--- src/rtl/i2c_multi_filter_pkg.sv ---
// Shared I2C line-filter defaults and legal parameter ranges.
// Defaults give the usual 2-line (SDA, SCL) filter with a 2-flop synchroniser.
package i2c_multi_filter_pkg;

  localparam int I2C_NUM_CH_DEF  = 2;
  localparam int I2C_NUM_CH_MIN  = 1;
  localparam int I2C_NUM_CH_MAX  = 16;

  localparam int I2C_SYNC_DEF    = 2;
  localparam int I2C_SYNC_MIN    = 1;
  localparam int I2C_SYNC_MAX    = 4;

  localparam int I2C_FLEN_DEF    = 3;
  localparam int I2C_FLEN_MIN    = 1;
  localparam int I2C_FLEN_MAX    = 255;

endpackage

--- src/rtl/i2c_filter_chan.sv ---
// One line: synchroniser, run-length glitch filter, registered edge/glitch strobes.
// Latency SYNC_STAGES+FILTER_LEN edges; no backpressure (free-running sampler).
module i2c_filter_chan #(
  parameter int SYNC_STAGES = 2,
  parameter int FILTER_LEN  = 3,
  parameter bit RESET_VAL   = 1'b1
) (
  input  logic clk_i,
  input  logic rst_n_i,
  input  logic raw_i,
  input  logic bypass_i,
  output logic filt_o,
  output logic rise_o,
  output logic fall_o,
  output logic glitch_o
);

  function automatic int cnt_width(input int len);
    int w = 1;
    while ((1 << w) < len + 1) w++;
    return w;
  endfunction

  localparam int             CW       = cnt_width(FILTER_LEN);
  localparam logic [CW-1:0]  CNT_LAST = CW'(FILTER_LEN - 1);

  logic [SYNC_STAGES-1:0] sync_q;
  logic [CW-1:0]          cnt_q;
  logic [CW-1:0]          cnt_d;
  logic                   filt_d;
  logic                   glitch_d;
  logic                   s;

  assign s = sync_q[SYNC_STAGES-1];

  // A rejected run is reported when the line returns to the filtered level
  // while differing samples were still being counted.
  always_comb begin
    cnt_d    = '0;
    filt_d   = filt_o;
    glitch_d = 1'b0;
    if (bypass_i) begin
      filt_d = s;
    end else if (s == filt_o) begin
      glitch_d = (cnt_q != '0);
    end else if (cnt_q == CNT_LAST) begin
      filt_d = s;
    end else begin
      cnt_d = cnt_q + 1'b1;
    end
  end

  always_ff @(posedge clk_i or negedge rst_n_i) begin
    if (!rst_n_i) begin
      sync_q   <= {SYNC_STAGES{RESET_VAL}};
      cnt_q    <= '0;
      filt_o   <= RESET_VAL;
      rise_o   <= 1'b0;
      fall_o   <= 1'b0;
      glitch_o <= 1'b0;
    end else begin
      sync_q[0] <= raw_i;
      for (int k = 1; k < SYNC_STAGES; k++) begin
        sync_q[k] <= sync_q[k-1];
      end
      cnt_q    <= cnt_d;
      filt_o   <= filt_d;
      rise_o   <= filt_d & ~filt_o;
      fall_o   <= ~filt_d & filt_o;
      glitch_o <= glitch_d;
    end
  end

endmodule

--- src/rtl/i2c_multi_filter.sv ---
// NUM_CH independent I2C line filters (ch0 = SDA, ch1 = SCL) sharing one bypass.
// Latency SYNC_STAGES+FILTER_LEN edges per line; no backpressure.
module i2c_multi_filter
  import i2c_multi_filter_pkg::*;
#(
  parameter int                NUM_CH      = I2C_NUM_CH_DEF,
  parameter int                SYNC_STAGES = I2C_SYNC_DEF,
  parameter int                FILTER_LEN  = I2C_FLEN_DEF,
  parameter logic [NUM_CH-1:0] RESET_VAL   = '1
) (
  input  logic              clk_i,
  input  logic              rst_n_i,
  input  logic [NUM_CH-1:0] raw_i,
  input  logic              bypass_i,
  output logic [NUM_CH-1:0] filt_o,
  output logic [NUM_CH-1:0] rise_o,
  output logic [NUM_CH-1:0] fall_o,
  output logic [NUM_CH-1:0] glitch_o
);

  if (NUM_CH < I2C_NUM_CH_MIN || NUM_CH > I2C_NUM_CH_MAX) begin : g_bad_num_ch
    $error("i2c_multi_filter: NUM_CH out of range 1..16");
  end
  if (SYNC_STAGES < I2C_SYNC_MIN || SYNC_STAGES > I2C_SYNC_MAX) begin : g_bad_sync
    $error("i2c_multi_filter: SYNC_STAGES out of range 1..4");
  end
  if (FILTER_LEN < I2C_FLEN_MIN || FILTER_LEN > I2C_FLEN_MAX) begin : g_bad_flen
    $error("i2c_multi_filter: FILTER_LEN out of range 1..255");
  end

  for (genvar i = 0; i < NUM_CH; i++) begin : g_chan
    i2c_filter_chan #(
      .SYNC_STAGES (SYNC_STAGES),
      .FILTER_LEN  (FILTER_LEN),
      .RESET_VAL   (RESET_VAL[i])
    ) u_chan (
      .clk_i    (clk_i),
      .rst_n_i  (rst_n_i),
      .raw_i    (raw_i[i]),
      .bypass_i (bypass_i),
      .filt_o   (filt_o[i]),
      .rise_o   (rise_o[i]),
      .fall_o   (fall_o[i]),
      .glitch_o (glitch_o[i])
    );
  end

endmodule

--- config.mk ---
export PLATFORM = sky130hd
export DESIGN_NAME = i2c_multi_filter
export DESIGN_NICKNAME = d
export VERILOG_FILES = /design/src/rtl/i2c_multi_filter_pkg.sv /design/src/rtl/i2c_filter_chan.sv /design/src/rtl/i2c_multi_filter.sv
export SDC_FILE = /design/constraint.sdc
export NUM_CORES = 1
export LEC_CHECK = 0
export ABC_AREA = 1
export CAP_MARGIN = 40
export CORE_UTILIZATION = 47
export DETAILED_ROUTE_END_ITERATION = 6
export PLACE_DENSITY_LB_ADDON = 0.08
export SYNTH_ARGS = -nofsm -noshare
export SYNTH_HDL_FRONTEND = slang
export SYNTH_SLANG_ARGS = --single-unit
--- constraint.sdc ---
create_clock -name clk_i -period 1 [get_ports clk_i]
set_input_delay 0.15 -clock clk_i [delete_from_list [all_inputs] [get_ports clk_i]]
set_output_delay 0.15 -clock clk_i [all_outputs]
set_load 0.02 [all_outputs]
==> results.md <==
* Failing checks: negative setup slack
* Std-Cell Rows at 13
* Slew @ Worst Pin at 0.210 ns
* Post-synthesis sequential area ratio at 61.9%
* Outcome: finished, violations left
* Diodes inserted at 0
* Number of CTS-inserted buffers at 3
* CP startpoint kind: register
* Final Instance Area at 827 um^2
* Unrepaired setup endpoints after global routing: yes
* Post-synthesis mux area share at 0%
* VDD IR-drop max at 1.01 mV
* Clock Skew at 0.000553 ns
* Port bufs at 12
* Final nets at 89
* M1 GR Usage at 19.3%
* Post-route DRC violation count at 0
* CTS tree: yes
* Io pins at 13
* Synth unique cells at 10
* CP bufs+invs at 1
* Grt ovf at 0
* Vias per Instance at 4.39
* Fin cells at around 100
* Die ar. at 0.00156 mm^2
* Max-cap check violation count at 0
* Register area at 408 um^2
* Simple-Gate Fraction of Synth Area at 22.8%
* CP required at 0.85 ns
* Crit path time final at 1.09 ns
* Top Usage Layer GRT: met1
* Routed WL at between 800 and 900 um
* #FFs+latches synth at 16
* Multi-input logic area at between 150 and 200 um^2
* Met3 usage in global routing at ~5.1%
* DP Cell Count at 93
* Mapped Area at 659 um^2
* Met2 usage at 16.4%
* Hold crit path type: input pin to asynchronous set/reset pin
* CTS Root Cell: clkbuf_4
* Final worst-path cycle share at 109%
* Vias in the first global route at 334
* Die height at 39.5 um
* Synth Area in Compound Gates at 0%
* Antenna-violating nets left at 0
* Final WS setup at -0.0900 ns
* F_max at 917 MHz
* Area Growth Syn to Fin at 25.4%
* Initial antenna violation count at 0
* Synth Net Count at 74
* Area share of the largest cell type after synthesis at 38.0%
* Max-slew violations at 0
* Setup Crit Path Kind: register to primary output
* Worst path cell trace: buf_6
* Total track usage at 13.7%
* Synth Area in Adders at 0%
* Routed length per placed instance at 9.01 um
* CP max stage cell: dfstp_2
* First-pass GRT wire length at 1340 um
* CTS sink cnt at 16
* Area contributors post-synth: dfrtp_1 38%, dfstp_2 24%, buf_4 9.1%
* Final Core Density at 63.6%
* Power Density at 1720 mW/mm^2
* Synth Instances at 69
* Fillers at 121
* Core area at 0.00130 mm^2
* Vias at 430
* Reg clk slew, reported paths at 0.09 ns
* Setup violations, final at 7
* Crit-path leading delay family: flip-flops
* Pleak at 0.000434 uW
* Number of DRC markers in iteration 0 at 10
* Crit-path max FO at 2
* Worst-Skew Late Latency at 0.28 ns
* Crit path DAT at 0.94 ns
* Post-DP Area at about 790 um^2
* Initial core utilization at 50.7%
* Final hold viol count at 0
* Total Power at 1430 uW
* Chip width at 39.5 um
* Setup crit end kind: primary output
* Peak per-stage delay on the critical path at roughly 0.55 ns
* R2r setup slk at -0.02 ns
* Largest family of logic cells by synthesized area: simple AND/OR/NAND/NOR gates
* Largest net degree at the start of global routing at 17
* Layout cells sized above 1 at 50.6%
* RD Place Congestion at 0.722
* Clock Tree Buf Depth at 2
* Synth area leader: dfrtp_1
* Post-synthesis xor/xnor area fraction at 0%
* DPL Wire Length at 618 um
* H-tree Lvls at 1
* Mean Syn Cell Area at 9.56 um^2
* Rel. slew slack at between 80 and 90%
* Pre-antenna DRT Iters at 4
* Yosys warns at 0
## timing repair
| item | in CTS | in global routing |
|---|---|---|
| pin swaps | 0 | 1 |
| resized for setup | 36 | 11 |
| setup buffers | 1 | 0 |
| hold buffers | 0 | 0 |
| endpoints found under the setup margin | 14 | 10 |
## final cells by class
| class | count | share of cell area, % |
|---|---|---|
| Clock buffer | 4 | 4.39 |
| Inverter | 11 | 4.99 |
| Sequential cell | 16 | 49.3 |
| Timing Repair Buffer | 18 | 18.2 |
| Multi-Input combinational cell | 34 | 20.9 |
| Tap cell | 15 | 2.27 |
## report_power, final
group          internal, uW  total [uW]  switching (uW)
registers               707         730            22.5
clock network           222         421             200
logic                   120         274             154
## registers in the layout, indices dropped and copies added (netlist names)
register	flops
g_chan.u_chan.rise_o	2
g_chan.u_chan.cnt_q	4
g_chan.u_chan.filt_o	2
g_chan.u_chan.fall_o	2
g_chan.u_chan.glitch_o	2
g_chan.u_chan.sync_q	4
## cells by family after synthesis
| group | Yosys count |
|---|---|
| buf+inv | 19 |
| simple gates | 34 |
| flops | 16 |
## path summary, 6_finish.rpt
kind / startpoint / to / depth (start not counted)
worst max-delay path: g_chan[1].u_chan.filt_o / filt_o[1] / 1
worst min-delay path: rst_n_i / g_chan[0].u_chan.glitch_o / 2
worst max register to register: g_chan[1].u_chan.filt_o / g_chan[1].u_chan.cnt_q[1] / 6
worst min register to register: g_chan[1].u_chan.sync_q[0] / g_chan[1].u_chan.sync_q[1] / 0
max in group asynchronous: rst_n_i / g_chan[0].u_chan.sync_q[1] / 2
min in group clk_i: raw_i[0] / g_chan[0].u_chan.sync_q[0] / 1
## synthesized netlist by cell type
library cell	n
dfrtp_1	10
nor3_1	2
inv_1	10
buf_4	8
nand2_2	6
dfstp_2	6
nor2_1	10
nand3_1	4
inv_2	1
nand2_1	12
## through the flow
stage	hold WS, ns	setup slack, ns	TNS [ns]
finish	0.190	-0.0900	-0.243
floorplan	-0.146	0.117	0
CTS	0.189	-0.101	-0.535
global route	0.181	-0.131	-0.705
detailed placement	0.348	-0.247	-1.39
global placement	0.346	-0.244	-1.27
## per-layer routing
layer | vias up | wire length, um
met3 | 2 | 54
met2 | 12 | 402
met4 | 0 | 10
met1 | 194 | 415
met5 | - | 0
li1 | 222 | -
## layout by cell type, fill, tap and decap left out
cell / count
inv_2: 5
clkbuf_8: 1
buf_2: 6
dfrtp_1: 10
buf_4: 5
nor2_1: 10
clkdlybuf4s50_1: 4
nand3_1: 4
nand2_2: 11
nand2_1: 7
clkbuf_4: 3
buf_12: 1
dfstp_2: 6
buf_6: 2
inv_1: 6
nor3_2: 2
Note: power is estimated with default switching activity, not from simulation.
